$ cat src/rtl/uart_cmd_arbiter.sv
// uart_cmd_arbiter: round-robin sharing of the single UART command engine
// among N_REQ requesters. One transaction is outstanding at a time; the
// result (write ack, read data or timeout error) is routed back to the
// requester that was granted.
module uart_cmd_arbiter #(
   parameter int N_REQ      = 4,
   parameter int CMD_WIDTH  = 16,
   parameter int READ_WIDTH = 8,
   parameter int TIMEOUT    = 20000
) (
   input  logic                       clk,
   input  logic                       rst_n,
   input  logic [N_REQ-1:0]           req_vld,
   input  logic [N_REQ*CMD_WIDTH-1:0] req_cmd,
   output logic [N_REQ-1:0]           req_rdy,
   output logic [N_REQ-1:0]           rsp_vld,
   output logic [READ_WIDTH-1:0]      rsp_data,
   output logic                       rsp_err,
   output logic [CMD_WIDTH-1:0]       uart_cmd,
   output logic                       uart_cmd_vld,
   input  logic                       uart_cmd_rdy,
   input  logic                       uart_read_rdy,
   input  logic [READ_WIDTH-1:0]      uart_read_data
);

   localparam int GW = $clog2(N_REQ);
   localparam int TW = $clog2(TIMEOUT + 1);
   localparam logic [GW-1:0] PTR_RESET  = GW'(N_REQ - 1);
   localparam logic [TW-1:0] TIMER_LAST = TW'(TIMEOUT - 1);

   typedef enum logic [2:0] {
      IDLE,
      ISSUE,
      WAIT_BUSY,
      WAIT_DONE,
      RESP
   } state_t;

   state_t                  state;
   state_t                  state_next;
   logic [GW-1:0]           ptr;
   logic [GW-1:0]           grant;
   logic [GW-1:0]           rr_winner;
   logic [GW-1:0]           lo_win;
   logic [GW-1:0]           hi_win;
   logic                    hi_found;
   logic [CMD_WIDTH-1:0]    win_cmd;
   logic [CMD_WIDTH-1:0]    cmd_q;
   logic                    is_write;
   logic [TW-1:0]           timer;
   logic [READ_WIDTH-1:0]   data_q;
   logic                    err_q;
   logic                    timeout_hit;
   logic                    read_done;
   logic                    write_done;

   // The timer has counted its last allowed cycle when it sits at TIMEOUT-1,
   // so the response lands exactly TIMEOUT cycles after entering ISSUE.
   assign timeout_hit = (timer == TIMER_LAST);
   assign read_done   = (state == WAIT_DONE) && !is_write && uart_read_rdy;
   assign write_done  = (state == WAIT_DONE) && is_write && uart_cmd_rdy;

   // Round-robin pick: lowest active index above ptr, else lowest active index overall.
   always_comb begin
      lo_win   = '0;
      hi_win   = '0;
      hi_found = 1'b0;
      win_cmd  = '0;
      for (int i = N_REQ - 1; i >= 0; i--) begin
         if (req_vld[i]) begin
            lo_win = GW'(i);
            if (GW'(i) > ptr) begin
               hi_win   = GW'(i);
               hi_found = 1'b1;
            end
         end
      end
      rr_winner = hi_found ? hi_win : lo_win;
      for (int i = 0; i < N_REQ; i++) begin
         if (GW'(i) == rr_winner) begin
            win_cmd = req_cmd[i*CMD_WIDTH +: CMD_WIDTH];
         end
      end
   end

   // State register; reset drops any in-flight transaction without a response.
   always_ff @(posedge clk or negedge rst_n) begin
      if (!rst_n) begin
         state <= IDLE;
      end else begin
         state <= state_next;
      end
   end

   // Next-state and output decode; outputs are zero outside their owning state.
   always_comb begin
      state_next   = state;
      req_rdy      = '0;
      rsp_vld      = '0;
      rsp_data     = '0;
      rsp_err      = 1'b0;
      uart_cmd     = '0;
      uart_cmd_vld = 1'b0;
      case (state)
         IDLE: begin
            if (|req_vld) begin
               state_next = ISSUE;
            end
         end
         ISSUE: begin
            uart_cmd     = cmd_q;
            uart_cmd_vld = 1'b1;
            if (uart_cmd_rdy) begin
               req_rdy[grant] = 1'b1;
               state_next     = WAIT_BUSY;
            end
            if (timeout_hit) begin
               state_next = RESP;
            end
         end
         WAIT_BUSY: begin
            if (timeout_hit) begin
               state_next = RESP;
            end else if (!uart_cmd_rdy) begin
               state_next = WAIT_DONE;
            end
         end
         WAIT_DONE: begin
            if (read_done || write_done || timeout_hit) begin
               state_next = RESP;
            end
         end
         RESP: begin
            rsp_vld[grant] = 1'b1;
            rsp_data       = data_q;
            rsp_err        = err_q;
            state_next     = IDLE;
         end
         default: begin
            state_next = IDLE;
         end
      endcase
   end

   // Grant latch, timeout timer and result capture; completion beats a same-cycle timeout.
   always_ff @(posedge clk or negedge rst_n) begin
      if (!rst_n) begin
         ptr      <= PTR_RESET;
         grant    <= '0;
         cmd_q    <= '0;
         is_write <= 1'b0;
         timer    <= '0;
         data_q   <= '0;
         err_q    <= 1'b0;
      end else begin
         case (state)
            IDLE: begin
               if (|req_vld) begin
                  grant    <= rr_winner;
                  ptr      <= rr_winner;
                  cmd_q    <= win_cmd;
                  is_write <= win_cmd[CMD_WIDTH-1];
                  timer    <= '0;
                  data_q   <= '0;
                  err_q    <= 1'b0;
               end
            end
            ISSUE, WAIT_BUSY: begin
               timer <= timer + TW'(1);
               if (timeout_hit) begin
                  err_q <= 1'b1;
               end
            end
            WAIT_DONE: begin
               timer <= timer + TW'(1);
               if (read_done) begin
                  data_q <= uart_read_data;
               end else if (!write_done && timeout_hit) begin
                  err_q <= 1'b1;
               end
            end
            default: begin
            end
         endcase
      end
   end

endmodule

$ cat config.mk
export PLATFORM = sky130hd
export DESIGN_NAME = uart_cmd_arbiter
export DESIGN_NICKNAME = d
export VERILOG_FILES = /design/src/rtl/uart_cmd_arbiter.sv
export SDC_FILE = /design/constraint.sdc
export NUM_CORES = 1
export LEC_CHECK = 0
export ABC_AREA = 1
export BUFFER_PORTS_ARGS = -buffer_cell sky130_fd_sc_hd__buf_2
export CORE_MARGIN = 2
export CORE_UTILIZATION = 40
export CTS_CLUSTER_SIZE = 30
export DETAILED_ROUTE_END_ITERATION = 8
export PLACE_DENSITY = 0.69
export SLEW_MARGIN = 15
export SYNTH_ARGS = -nofsm -noshare
export SYNTH_HDL_FRONTEND = slang
export SYNTH_SLANG_ARGS = --single-unit
$ cat constraint.sdc
create_clock -name clk -period 1.6 [get_ports clk]
set_input_delay 0.32 -clock clk [delete_from_list [all_inputs] [get_ports clk]]
set_output_delay 0.32 -clock clk [all_outputs]
set_load 0.03 [all_outputs]
Word-level counts from Yosys, hierarchy flattened. Cells that the tools add are included.

Logic and storage cells: 105. Register bits after elaboration: 48.

Eq/ne operators: 16. Reduce and logical (&&, ||, !) cells: 23. Add/sub/neg operators: 1. Multiplexer cells: 51. Magnitude comparators: 6.

Operator list (count): two-way mux 16 bit (5); case mux 15 bit (2 select lines) (1); two-way mux 2 bit (13); two-way mux 8 bit (3); two-way mux 3 bit (6); case mux 8 bit (2 select lines) (1); adder 15 x 1 -> 15 bit (second input constant) (1); == test 15 bit (second input constant) (1); two-way mux 1 bit (15); two-way mux 15 bit (1); two-way mux 4 bit (3); case mux 3 bit (4 select lines) (1); != test 2 bit (second input constant) (4); == test 3 x 2 -> 1 bit (second input constant) (2); logical AND 1 bit (6); != test 3 bit (second input constant) (2); AND reduction 5 bit (1); == test 2 bit (first input constant) (2); greater-than comparator 1 x 2 -> 1 bit (first input constant) (2); greater-than comparator 2 bit (first input constant) (2); != test 2 x 1 -> 1 bit (second input constant) (2); AND reduction 2 bit (2); AND reduction 4 bit (1); nonzero test 2 bit (2); other kinds (16) (18).

Longest topological paths before layout.
Word-level depth: 15. Mapped depth: 12.

Least setup slack after synthesis. Ideal clock, no wire load.

Path type: register -> output. Start: register state[2]. End: output port req_rdy[3]. Arrival time: 1768 ps. Setup slack: -488 ps. Cell stages (with the launch flop): 6. Cell sequence: dfrtp_1 inv_1 nand3_1 inv_1 nand2_1 nor3_1.

Word-level cells in the longest chain between the ends: 2.

Ends and longest elaborated chain: from (decl) (RTL line 39) `state_t state;`; from (signal assigned) (RTL line 91) `state <= state_next;`; == test 3 x 1 -> 1 bit (RTL line 104) `case (state)`; two-way mux 4 bit (RTL line 104); to (decl) (RTL line 15) `output logic [N_REQ-1:0] req_rdy,`.

Every way passes these cells.

Worst setup path in the final report.
Start: register state[1]. End: output port rsp_vld[3].

Word-level cells in the longest chain between the ends: 2.

Ends and longest elaborated chain: == test 3 bit (RTL line 104); two-way mux 4 bit (RTL line 104); to (decl) (RTL line 16) `output logic [N_REQ-1:0] rsp_vld,`.

Every way passes these cells.

==> flow_summary.ini <==
[logic_synthesis]
synth_nets = 548
netlist_area_um2 = 3200
syn_inst = 467
ys_types = 34
synth.avg_cell_area_um2 = 6.85
ys_seq_area_share_pct = 36.9
yosys_warnings = 0
ys_ff_latch = 47

[global_route]
grt_pass1_vias = 3540
antenna_found_initial = 0
gr-total-overflow = 0
grt_pass1_wl_um = 16700
track_usage_pct = 24.1
grt_max_degree = 29

[routing]
drt_pass1_iterations = 5
wire_per_inst_um = 15.0
drtIter0Drc = 191
drcViolationCount = 0
final_antenna_net_count = 0
routed_wl_um = 11000
vias = 3753
vias_per_cell = 5.12

[floorplanning]
die_w_um = 93.4
fp-row-count = 32
io_pins = 114
initial_core_util_pct = 41.4
dieArea_um2 = 8730
die_h_um = 93.4
core_area_um2 = 7730

[place]
dp_hpwl_um = 7330
dpl_cell_area_um2 = 4050
globalplace.congestion = 0.909
dp_cells = 697
place_ws_ns = -0.108
io_buffer_count = 113

[timing]
worst_pin_slew_ns = 0.478
slew_headroom_pct = 68.1
hold_viol_final = 0
finClkSkew_ns = 0.0112
fin_ws_ns = -0.160
finalMaxSlewViolations = 0
period_needed_ns = 1.76
rsz0062_at_grt = true
setup_viol = 53
layout_worst_path_cycle_share_pct = 110
fmax_ghz = 0.568

[final_layout]
mostFrequentLayoutCells = nand2_1, buf_2, inv_1
diodes = 0
postLayoutCellArea_um2 = 5040
area_delta_synth_final_pct = 57.7
final_nets = 711
finalNonFillerCells = 733
drive_above_1_share_pct = 44.5
final_common_cell = nand2_1

[setup_path]
required_ns = 1.28
reg2reg_from = state[1]
reg2reg_depth = 12
critPathMaxFanout = 13
crit_start = state[1]
worst-setup-path-type = reg -> out
start_kind = flop
crit_path_end_kind = output port
worstPathArrival_ns = 1.44

[min_path]
hold_depth = 3
holdCritStartpoint = uart_read_data[3]
min_path_type = in -> reg

[power]
vdd_drop_max_uv = 869
power_density_nw_per_um2 = 1810
leakagePower_uw = 0.00253

[clock_tree]
ctsLongestPathBuffers = 2
clk_latency_ns = 0.32
clock-sinks = 47
cts_buffers = 5
cts_tree = yes
htree_levels = 2
cts_root_buf = clkbuf_8
clk_pin_slew_ns = 0.10

[outcome]
outcome = finished, violations left
violations = setup timing

[job]
cap_violations = 0
==> logic make-up (layout without fill, tap and decap cells) <==
kind of cell | after synthesis | count (layout) | share of synthesized area [%]
AND/OR/NAND/NOR | 253 | 256 | 37.6
flip-flops | 47 | 47 | 36.9
AO/OA/AOI/OAI | 61 | 61 | 10.1
adder cells (fa/ha/maj) | 1 | 1 | 0.391
buffers and inverters | 99 | 260 | 13.5
XOR/XNOR | 6 | 6 | 1.64
==> area by class of cell <==
| type | count | area, um^2 |
|---|---|---|
| Fill cell | 657 | 2680 |
| Timing Repair Buffer | 168 | 1280 |
| Tap cell | 102 | 128 |
| Clock inverter | 3 | 20.0 |
| Clock buffer | 5 | 68.8 |
| Multi-Input combinational cell | 324 | 2040 |
| Sequential cell | 47 | 1180 |
| Inverter | 84 | 322 |
==> metrics by stage <==
step	TNS, ns	total power, uW	utilization [%]	hold WS [ns]
after CTS	-3.53	8110	60.4	0.255
after global placement	-0.274	6230	52.4	0.304
final	-4.94	9130	65.3	0.263
after global routing	-8.50	9760	65.3	0.277
after floorplan	0	4970	-	0.0244
after detailed placement	-1.02	6330	52.4	0.308
==> layer usage <==
layer  up-vias  GRT usage (%)  wire length [um]
li1       1810              -                 -
met1      1779           32.9              4780
met2       145           40.2              5460
met3        19           2.42               544
met4         0           7.84               235
met5         -              0                 0
==> state kept, by name, summed over array words and instances (netlist names) <==
register and flops:
err_q 1, ptr 2, grant 2, data_q 8
cmd_q 16, timer 15, state 3
==> path summary, 6_finish.rpt <==
path	slack [ns]	to
max	-0.16	rsp_vld[3]
min	0.26	data_q[3]
max reg2reg	-0.12	state[1]
min reg2reg	0.49	cmd_q[6]
max in group asynchronous	0.58	state[2]
min in group asynchronous	0.49	timer[11]
==> synth_stat cells <==
cell,number,area share [%]
buf_4,2,0.47
nand3_2,5,1.6
o22ai_1,6,1.2
clkinv_1,1,0.12
buf_6,3,1.1
buf_8,2,0.94
nor3b_1,1,0.23
nor2_4,5,1.8
dfrtp_1,45,35
nand2_2,2,0.39
xor2_1,6,1.6
o21ai_0,28,4.4
o21ai_1,15,2.3
clkbuf_1,3,0.35
nor2_8,1,0.63
nor3_1,9,1.4
o211ai_1,1,0.23
or2_2,1,0.20
nand2_4,3,1.1
buf_2,5,0.78
or2_1,1,0.20
a21oi_1,9,1.4
a22o_1,1,0.27
nor2_2,4,0.78
nand3_1,46,7.2
nand4_1,13,2.5
o21ai_2,1,0.27
dfstp_2,2,1.6
ha_1,1,0.39
inv_2,5,0.59
nand2_1,111,13
nand3b_1,5,1.2
nor2_1,46,5.4
inv_1,78,9.2
==> timing repair <==
action / CTS / global route
gates resized for setup: 103 / 90
hold endpoints to repair: 17 / 0
pin swaps: 32 / 34
buffers inserted: 14 / 11
gates cloned: 4 / 1
hold buffers: 1 / 0
setup endpoints to repair: 50 / 64
==> power by group <==
group          switching [uW]  total (uW)  leakage, uW  internal (uW)
sequential                325        2000     0.000606           1670
clock                     443         748    0.0000402            305
combinational            3810        6380      0.00189           2570
==> critical path, cell delays in order (launching register included) <==
cell and delay (ns):
dfrtp_1 0.41, inv_2 0.11, nand3_1 0.11, buf_6 0.17
nor3_2 0.14, buf_4 0.19
(Power assumes the default switching activity.)
